`src/rtl/dreg_sched_pkg.sv`:
```
// Shared definitions for the round-robin holding-register scheduler.
package dreg_sched_pkg;

  typedef enum logic [1:0] {
    IDLE      = 2'd0,
    WAIT_TICK = 2'd1,
    ACK       = 2'd2
  } state_e;

  localparam int unsigned NUM_REQ_DEF = 4;
  localparam int unsigned DATA_W_DEF  = 4;
  localparam int unsigned DIV_W_DEF   = 27;

  // Width of an index into n requesters; never narrower than one bit.
  function automatic int unsigned owner_w(input int unsigned n);
    return (n < 2) ? 1 : $clog2(n);
  endfunction

endpackage

```
`src/rtl/tick_prescaler.sv`:
```
// Free-running prescaler producing a one-clock enable at terminal count.
module tick_prescaler #(
  parameter int unsigned DIV_W = 27
) (
  input  logic clock,
  input  logic reset,
  output logic tick
);

  logic [DIV_W-1:0] count_q;

  // Counter increments every clock and wraps; only reset touches it.
  always_ff @(posedge clock or negedge reset) begin
    if (!reset) count_q <= '0;
    else        count_q <= count_q + DIV_W'(1);
  end

  assign tick = (count_q == '1);

endmodule

```
`src/rtl/dreg_rr_scheduler.sv`:
```
// Round-robin scheduler sharing one holding register, committed on prescaler ticks.
module dreg_rr_scheduler
  import dreg_sched_pkg::*;
#(
  parameter  int unsigned NUM_REQ = NUM_REQ_DEF,
  parameter  int unsigned DATA_W  = DATA_W_DEF,
  parameter  int unsigned DIV_W   = DIV_W_DEF,
  localparam int unsigned OW      = owner_w(NUM_REQ)
) (
  input  logic                      clock,
  input  logic                      reset,
  input  logic [NUM_REQ-1:0]        req,
  input  logic [NUM_REQ*DATA_W-1:0] data_in,
  input  logic                      clear,
  output logic [DATA_W-1:0]         Data_out,
  output logic [NUM_REQ-1:0]        grant,
  output logic [OW-1:0]             owner,
  output logic                      busy,
  output logic                      tick
);

  state_e            state_q, state_d;
  logic [DATA_W-1:0] data_q,  data_d;
  logic [DATA_W-1:0] snap_q,  snap_d;
  logic [OW-1:0]     owner_q, owner_d;
  logic [OW-1:0]     win_q,   win_d;
  logic [OW-1:0]     rr_q,    rr_d;
  logic [OW-1:0]     pick_idx;
  logic [DATA_W-1:0] words [NUM_REQ];

  tick_prescaler #(.DIV_W(DIV_W)) u_presc (
    .clock (clock),
    .reset (reset),
    .tick  (tick)
  );

  for (genvar gi = 0; gi < NUM_REQ; gi++) begin : g_words
    assign words[gi] = data_in[gi*DATA_W +: DATA_W];
  end

  // First set request bit found searching upward from ptr+1, wrapping.
  function automatic logic [OW-1:0] rr_pick(input logic [OW-1:0] ptr,
                                            input logic [NUM_REQ-1:0] r);
    logic [OW-1:0] win;
    logic [OW-1:0] cand;
    logic          found;
    int unsigned   idx;
    win   = ptr;
    found = 1'b0;
    for (int unsigned k = 1; k <= NUM_REQ; k++) begin
      idx  = (32'(ptr) + k) % NUM_REQ;
      cand = OW'(idx);
      if (!found && r[cand]) begin
        win   = cand;
        found = 1'b1;
      end
    end
    return win;
  endfunction

  assign pick_idx = rr_pick(rr_q, req);

  // State and datapath registers.
  always_ff @(posedge clock or negedge reset) begin
    if (!reset) begin
      state_q <= IDLE;
      data_q  <= '0;
      snap_q  <= '0;
      owner_q <= '0;
      win_q   <= '0;
      rr_q    <= OW'(NUM_REQ - 1);
    end else begin
      state_q <= state_d;
      data_q  <= data_d;
      snap_q  <= snap_d;
      owner_q <= owner_d;
      win_q   <= win_d;
      rr_q    <= rr_d;
    end
  end

  // Next-state logic; clear overrides everything except owner and the rr pointer.
  always_comb begin
    state_d = state_q;
    data_d  = data_q;
    snap_d  = snap_q;
    owner_d = owner_q;
    win_d   = win_q;
    rr_d    = rr_q;
    grant   = '0;
    if (state_q == ACK) grant[owner_q] = 1'b1;
    if (clear) begin
      state_d = IDLE;
      data_d  = '0;
      snap_d  = '0;
    end else begin
      case (state_q)
        IDLE: begin
          if (|req) begin
            win_d   = pick_idx;
            snap_d  = words[pick_idx];
            state_d = WAIT_TICK;
          end
        end
        WAIT_TICK: begin
          if (tick) begin
            data_d  = snap_q;
            owner_d = win_q;
            rr_d    = win_q;
            state_d = ACK;
          end
        end
        ACK:     state_d = IDLE;
        default: state_d = IDLE;
      endcase
    end
  end

  assign Data_out = data_q;
  assign owner    = owner_q;
  assign busy     = (state_q != IDLE);

endmodule
```
`config.mk`:
```
export PLATFORM = sky130hd
export DESIGN_NAME = dreg_rr_scheduler
export DESIGN_NICKNAME = d
export VERILOG_FILES = /design/src/rtl/dreg_sched_pkg.sv /design/src/rtl/tick_prescaler.sv /design/src/rtl/dreg_rr_scheduler.sv
export SDC_FILE = /design/constraint.sdc
export NUM_CORES = 1
export LEC_CHECK = 0
export BUFFER_PORTS_ARGS = -buffer_cell sky130_fd_sc_hd__buf_2
export CAP_MARGIN = 30
export CORE_ASPECT_RATIO = 1.2
export CORE_MARGIN = 5
export CORE_UTILIZATION = 45
export CTS_CLUSTER_SIZE = 20
export DETAILED_ROUTE_END_ITERATION = 16
export PLACE_DENSITY = 0.71
export RECOVER_POWER = 25
export SYNTH_ARGS = -nofsm -noshare
export SYNTH_HDL_FRONTEND = slang
export SYNTH_SLANG_ARGS = --single-unit
```
`constraint.sdc`:
```
create_clock -name clock -period 2.52 [get_ports clock]
set_input_delay 0.504 -clock clock [delete_from_list [all_inputs] [get_ports clock]]
set_output_delay 0.504 -clock clock [all_outputs]
set_load 0.01 [all_outputs]
```
==> qor.csv, run 1 <==
stage;metric;value;unit
place;Post-Place Setup Slack;0.546;ns
outcome;result of the run;finished clean;
sta;pins over their slew limit;0;
yosys;cell area after technology mapping;2170;um2
setup_path;dominant delay contributor by cell family on the critical path;simple AND/OR/NAND/NOR gates;
detailed_routing;number of DRC violations after detailed routing;0;
detailed_routing;drt initial violations;34;
final_layout;final design utilization;53.8;%
global_route;wire length of the first global-routing pass;7130;um
place;port bufs;34;
setup_path;Data required, critical path;2.02;ns
power;IR Drop Worst-Case VDD;0.000422;V
sta;Final Critical Period;2.28;ns
clock_tree;Clk pin slew, worst setup/hold paths;0.08;ns
detailed_routing;Routed wire per std cell;14.0;um
global_route;number of global-route vias before repair;1596;
setup_path;data arrival time of the critical path;1.78;ns
final_layout;Filler Cells Inserted;404;
yosys;compound-cell area share of the yosys netlist;6.70;%
yosys;area share of the leading cell type in the synthesized netlist;47.4;%
sta;RSZ-0062 raised after global routing;no;
final_layout;number of nets at the end of the flow;256;
sta;Worst Clk Skew;0.00521;ns
yosys;post-synthesis area per instance;11.3;um2
place;GPL Wtd Cong;0.791;
power;Power per Cell Area;499;nW/um2
final_layout;commonest non-fill, non-tap cells in the layout;sky130_fd_sc_hd__dfrtp_1 (41), sky130_fd_sc_hd__buf_2 (33), sky130_fd_sc_hd__nand2_1 (15), sky130_fd_sc_hd__xnor2_1 (15), sky130_fd_sc_hd__nand3_1 (13);
hold_path;Hold/Removal Path Class;input port to asynchronous set/reset pin;
clock_tree;CTS H-tree depth;2;
clock_tree;CTS tree;yes;
detailed_routing;post-detailed-routing wire length;4050;um
sta;top achievable clock speed;0.439;GHz
clock_tree;Bufs on Longest Clock Path;2;
yosys;leading cell types by total area after synthesis;sky130_fd_sc_hd__dfrtp_1 (47%), sky130_fd_sc_hd__xnor2_1 (6.1%), sky130_fd_sc_hd__mux2i_1 (4.6%);
sta;setup TNS;0;ns
final_layout;fraction of layout cells with a size suffix above 1;24.6;%
die;Horiz. Die Dim;73.3;um
setup_path;standard cell with the maximum stage delay on the critical path;sky130_fd_sc_hd__dfrtp_1;
die;vertical die dimension;86.0;um
clock_tree;number of buffers inserted during clock tree synthesis;5;
clock_tree;total of hold buffers inserted after clock tree synthesis;0;
yosys;number of different library cells in the post-synthesis netlist;43;
clock_tree;Post-CTS Setup Inserts;0;
detailed_routing;number of search-and-repair iterations in the first detailed-routing pass;4;
yosys;async set-or-reset flop fraction in the synthesized netlist;100;%
yosys;Post-Synth Adder-Cell Area;0.578;%
die;starting utilization of the core area;46.8;%
clock_tree;TritonCTS sink count;43;
job;number of max-capacitance violations reported;0;
sta;fraction of the cycle the final worst path needs;90.5;%
global_route;Total Routing Usage GR;14.4;%
yosys;main combinational cell family by area after synthesis;simple AND/OR/NAND/NOR gates;
final_layout;number of antenna repair diodes;0;
clock_tree;Worst-Skew Late Latency;0.29;ns
setup_path;reg-to-reg critical path startpoint;u_presc.count_q[0];
detailed_routing;drt via density;5.30;
yosys;synth warn;0;
power;overall power after layout;1.24;mW
yosys;XOR/XNOR share of the synthesized area;10.1;%
yosys;number of nets produced by synthesis;215;
setup_path;Largest stage delay, worst path;0.38;ns
setup_path;worst reg2reg setup slack;0.56;ns
sta;Final Setup Violations;0;
setup_path;Critical Path Sink Type;output port;
yosys;mux contribution to synthesized area;7.39;%
die;standard cell core area;4630;um2
setup_path;total buffers and inverters traversed by the critical path;2;
setup_path;Max Fanout on Critical Path;5;
power;leakage power summed over all cells;1.28;nW
yosys;Yosys reg bits;43;
final_layout;commonest non-fill, non-tap cell in the layout;sky130_fd_sc_hd__dfrtp_1;
global_route;largest net degree at the start of global routing;44;
global_route;antenna violations before repair;0;
yosys;post-synth top area cell;sky130_fd_sc_hd__dfrtp_1;
sta;actual slew at the worst max-slew pin;1.16;ns
sta;Slew headroom;22.3;%
place;sum of net half-perimeters after detailed placement;3040;um
setup_path;Setup Crit Path Kind;register to output port;
clock_tree;clock root buffer;sky130_fd_sc_hd__clkbuf_8;
setup_path;kind of start point of the critical path;register;
final_layout;Syn-to-layout area delta;15.0;%
sta;final hold violations;0;
die;number of placement rows;27;
die;Total Die Area;6310;um2
detailed_routing;total via count in the routed design;1538;
yosys;top_reg_cell synth;sky130_fd_sc_hd__dfrtp_1;
sta;setup ws final;0.240;ns
setup_path;endpoint of the most critical register-to-register path;owner[0];
setup_path;critical path cell sequence;ha_1 -> nand4_2 -> nor3_4 -> nand3_1 -> inv_1 -> buf_2;
yosys;number of synthesized flops with an enable pin;0;
setup_path;logic depth of the worst register-to-register path;6;
global_route;global route total overflow;0;
die;top-level port count;35;
yosys;cells after synthesis;191;
yosys;simple-gate share of the synthesized area;23.7;%
yosys;sequential-to-total area share from yosys stat;49.8;%
detailed_routing;DRT antenna net count;0;
clock_tree;post-cts resize count;0;
[through the flow]
stage	std cells	instance area (um2)	hold WS [ns]
after floorplan	191	2170	0.208
after global placement	282	2400	0.450
after detailed placement	282	2400	0.459
after CTS	289	2490	0.374
after global routing	290	2490	0.477
final	290	2490	0.365
[final cells by class]
cell class / instances / area (um2) / share of cell area, %
Clock buffer: 6 / 82.6 / 3.31
Clock inverter: 1 / 5.00 / 0.201
Inverter: 6 / 22.5 / 0.904
Multi-Input combinational cell: 140 / 1050 / 42.1
Sequential cell: 43 / 1080 / 43.3
Tap cell: 58 / 72.6 / 2.91
Timing Repair Buffer: 36 / 180 / 7.23
[logic make-up (layout without fill, tap and decap cells)]
kind of cell    count (synthesis)  after routing
mux                            14             14
simple gates                   80             80
buf+inv                         8             49
fa+ha+maj                       1              1
xor+xnor                       25             25
flops                          43             43
compound gates                 20             20
[layer usage]
layer / GRT usage (%) / vias to the layer above / share of wire (%) / wire [um]
met2: 23.1 / 31 / 47 / 1920
met4: 5.11 / 0 / 1.3 / 51
met1: 18.7 / 742 / 46 / 1880
met5: 0 / - / 0 / 0
met3: 3.75 / 4 / 4.8 / 195
li1: - / 761 / - / -
[Yosys cell counts, types with 2 or more instances]
master                     count
sky130_fd_sc_hd__xor2_1       10
sky130_fd_sc_hd__nor4b_2       2
sky130_fd_sc_hd__nor2b_1       2
sky130_fd_sc_hd__a21o_1        2
sky130_fd_sc_hd__nand2_1      15
sky130_fd_sc_hd__o21a_1        2
sky130_fd_sc_hd__o31a_1        2
sky130_fd_sc_hd__xnor2_1      15
sky130_fd_sc_hd__nor2_1       12
sky130_fd_sc_hd__nor3_1        2
sky130_fd_sc_hd__mux2_4        4
sky130_fd_sc_hd__and3_1        5
sky130_fd_sc_hd__o221ai_1      2
sky130_fd_sc_hd__nand3_1      13
sky130_fd_sc_hd__dfrtp_1      41
sky130_fd_sc_hd__dfstp_2       2
sky130_fd_sc_hd__a21oi_1       3
sky130_fd_sc_hd__inv_1         6
sky130_fd_sc_hd__nand2b_1      3
sky130_fd_sc_hd__nand3b_1      4
sky130_fd_sc_hd__nand4_1       4
sky130_fd_sc_hd__mux2i_1      10
sky130_fd_sc_hd__nor4bb_1      2
sky130_fd_sc_hd__and2_1        2
sky130_fd_sc_hd__o211ai_1      2
sky130_fd_sc_hd__and4_1        4
sky130_fd_sc_hd__o21ai_0       4
[state kept, by name (all words and copies together) (netlist names)]
signal / count
win_q: 2
u_presc.count_q: 27
rr_q: 2
state_q: 2
snap_q: 4
Data_out: 4
owner: 2
[power breakdown]
part / total [mW] / internal (mW) / switching, mW
Combinational: 0.0907 / 0.0396 / 0.0512
Clock: 0.437 / 0.215 / 0.222
Sequential: 0.714 / 0.702 / 0.0117
Total: 1.24 / 0.957 / 0.285
[worst reg2reg max path, delay by kind of cell, from the launching register on]
family | cells | cell delay [ns]
and+or+nand+nor | 4 | 0.94
DFF | 1 | 0.38
muxes | 1 | 0.31
adders and majority gates | 1 | 0.22
[how the worst max path moves through the flow]
stage	from	end	slack (ns)	cells after the start
global route	u_presc.count_q[0]	tick	0.05	6
CTS	u_presc.count_q[0]	tick	0.21	6
detailed placement	u_presc.count_q[0]	tick	0.55	6
finish	u_presc.count_q[0]	tick	0.24	6
global placement	u_presc.count_q[0]	tick	0.58	6
floorplan	u_presc.count_q[0]	owner[0]	0.70	6
Note: power is estimated with default switching activity, not from simulation.
==> inputs of run 2 (changes only) <==
--- a/config.mk
+++ b/config.mk
@@ -10,6 +10,7 @@
 export CORE_ASPECT_RATIO = 1.2
 export CORE_MARGIN = 5
 export CORE_UTILIZATION = 45
+export CTS_BUF_LIST = sky130_fd_sc_hd__clkbuf_4
 export CTS_CLUSTER_SIZE = 20
 export DETAILED_ROUTE_END_ITERATION = 16
 export PLACE_DENSITY = 0.71
==> run 2 against run 1 <==
- global-route usage stayed put
- setup slack gained 0.0038 ns
- sequential cell count unchanged
- critical endpoint unchanged
- largest power group unchanged
==> qor.csv, run 2 (same netlist as run 1, synthesis figures left out) <==
stage;metric;value;unit;change
sta;Final Critical Period;2.28;ns;about the same
final_layout;flip-flop count of the largest register, all copies and words added;27;;unchanged
job;number of max-capacitance violations reported;0;;unchanged
clock_tree;Clk pin slew, worst setup/hold paths;0.12;ns;was 0.08 ns
sta;setup TNS;0;ns;unchanged
final_layout;fraction of layout cells with a size suffix above 1;24.1;%;was 24.6%
setup_path;total buffers and inverters traversed by the critical path;2;;unchanged
detailed_routing;total via count in the routed design;1541;;was 1538
global_route;Total Routing Usage GR;14.4;%;unchanged
place;Placed Cells;282;;unchanged
die;standard cell core area;4630;um2;unchanged
place;GPL Wtd Cong;0.791;;unchanged
die;top-level port count;35;;unchanged
sta;fraction of the cycle the final worst path needs;90.3;%;was 90.5%
power;Power per Cell Area;453;nW/um2;was 499 nW/um2
detailed_routing;number of DRC violations after detailed routing;0;;unchanged
detailed_routing;DRT antenna net count;0;;unchanged
setup_path;data arrival time of the critical path;1.77;ns;was 1.78 ns
setup_path;standard cell with the maximum stage delay on the critical path;sky130_fd_sc_hd__dfrtp_1;;unchanged
sta;actual slew at the worst max-slew pin;1.12;ns;was 1.16 ns
clock_tree;TritonCTS sink count;43;;unchanged
clock_tree;post-cts resize count;0;;unchanged
sta;Worst Hold Slack;0.334;ns;was 0.365 ns
detailed_routing;number of search-and-repair iterations in the first detailed-routing pass;4;;unchanged
global_route;number of global-route vias before repair;1605;;was 1596
global_route;met1 routing resource usage after global routing;18.5;%;was 18.7%
final_layout;commonest non-fill, non-tap cell in the layout;sky130_fd_sc_hd__dfrtp_1;;unchanged
global_route;Global Route met2 Usage;23.4;%;was 23.1%
clock_tree;number of buffers inserted during clock tree synthesis;5;;unchanged
global_route;wire length of the first global-routing pass;7110;um;was 7130 um
sta;top achievable clock speed;0.439;GHz;about the same
setup_path;dominant delay contributor by cell family on the critical path;simple AND/OR/NAND/NOR gates;;unchanged
sta;setup ws final;0.243;ns;was 0.240 ns
setup_path;Data required, critical path;2.02;ns;about the same
sta;pins over their slew limit;0;;unchanged
setup_path;kind of start point of the critical path;register;;unchanged
global_route;largest net degree at the start of global routing;44;;unchanged
sta;Slew headroom;25.3;%;was 22.3%
power;IR Drop Worst-Case VDD;0.000349;V;was 0.000422 V
place;area post-placement;2400;um2;unchanged
final_layout;number of antenna repair diodes;0;;unchanged
sta;RSZ-0062 raised after global routing;no;;unchanged
setup_path;Critical Path Sink Type;output port;;unchanged
setup_path;Largest stage delay, worst path;0.40;ns;was 0.38 ns
clock_tree;CTS tree;yes;;unchanged
power;leakage power summed over all cells;1.26;nW;was 1.28 nW
die;vertical die dimension;86.0;um;unchanged
clock_tree;Post-CTS Setup Inserts;0;;unchanged
final_layout;number of nets at the end of the flow;256;;unchanged
sta;final hold violations;0;;unchanged
detailed_routing;drt via density;5.31;;was 5.30
setup_path;Setup Crit Path Kind;register to output port;;unchanged
final_layout;Syn-to-layout area delta;13.1;%;was 15.0%
setup_path;critical path cell sequence;ha_1 -> nand4_2 -> nor3_4 -> nand3_1 -> inv_1 -> buf_2;;unchanged
die;Horiz. Die Dim;73.3;um;unchanged
clock_tree;Bufs on Longest Clock Path;2;;unchanged
global_route;antenna violations before repair;0;;unchanged
place;Post-Place Setup Slack;0.546;ns;unchanged
detailed_routing;drt initial violations;25;;was 34
die;starting utilization of the core area;46.8;%;unchanged
final_layout;Post-Layout Inst Area;2450;um2;was 2490 um2
detailed_routing;Routed wire per std cell;14.0;um;about the same
outcome;result of the run;finished clean;;unchanged
final_layout;commonest non-fill, non-tap cells in the layout;sky130_fd_sc_hd__dfrtp_1 (41), sky130_fd_sc_hd__buf_2 (33), sky130_fd_sc_hd__nand2_1 (15), sky130_fd_sc_hd__xnor2_1 (15), sky130_fd_sc_hd__nand3_1 (13);;unchanged
sta;Final Setup Violations;0;;unchanged
final_layout;Final Non-Filler Cells;290;;unchanged
final_layout;final design utilization;52.9;%;was 53.8%
clock_tree;total of hold buffers inserted after clock tree synthesis;0;;unchanged
clock_tree;clock root buffer;sky130_fd_sc_hd__clkbuf_4;;was sky130_fd_sc_hd__clkbuf_8
hold_path;Hold/Removal Path Class;input port to asynchronous set/reset pin;;unchanged
sta;Worst Clk Skew;0.00963;ns;was 0.00521 ns
place;port bufs;34;;unchanged
final_layout;Biggest register;u_presc.count_q;;unchanged
clock_tree;CTS H-tree depth;2;;unchanged
global_route;Most Crowded Layer GR;met2;;unchanged
setup_path;Max Fanout on Critical Path;5;;unchanged
global_route;met3 usage;4.10;%;was 3.75%
die;Total Die Area;6310;um2;unchanged
global_route;global route total overflow;0;;unchanged
power;overall power after layout;1.11;mW;was 1.24 mW
clock_tree;Worst-Skew Late Latency;0.35;ns;was 0.29 ns
detailed_routing;post-detailed-routing wire length;4050;um;about the same
place;sum of net half-perimeters after detailed placement;3040;um;unchanged
die;number of placement rows;27;;unchanged
## run 2: final cells by class
| class | instances | area (um2) |
|---|---|---|
| inverter | 6 | 22.5 |
| clock buffer | 5 | 37.5 |
| sequential | 43 | 1080 |
| clock inverter | 2 | 8.76 |
| multi-input combinational | 140 | 1050 |
| fill | 408 | 2180 |
| timing repair buffer | 36 | 180 |
| tap | 58 | 72.6 |
## run 2: power by group
part           total [mW]  switching, mW  internal, mW
logic              0.0908         0.0512        0.0396
clock network       0.306          0.207        0.0991
registers           0.714         0.0116         0.703
## run 2: final timing paths
kind                                     start                  end  slack [ns]  depth (start not counted)
hold / removal                           reset   u_presc.count_q[8]        0.33                          1
setup / recovery            u_presc.count_q[0]                 tick        0.24                          6
min in group clock                 data_in[11]            snap_q[3]        0.46                          3
hold reg to reg            u_presc.count_q[15]  u_presc.count_q[15]        0.47                          1
max in group asynchronous                reset          Data_out[3]        0.62                          2
setup reg to reg            u_presc.count_q[0]             owner[0]        0.62                          6
## run 2: metal layers
layer / up-vias / share of wire (%) / routed length [um]
met5: - / 0 / 0
met4: 0 / 1.4 / 57
met3: 4 / 5.3 / 214
met2: 29 / 48 / 1940
met1: 745 / 45 / 1840
li1: 763 / - / -
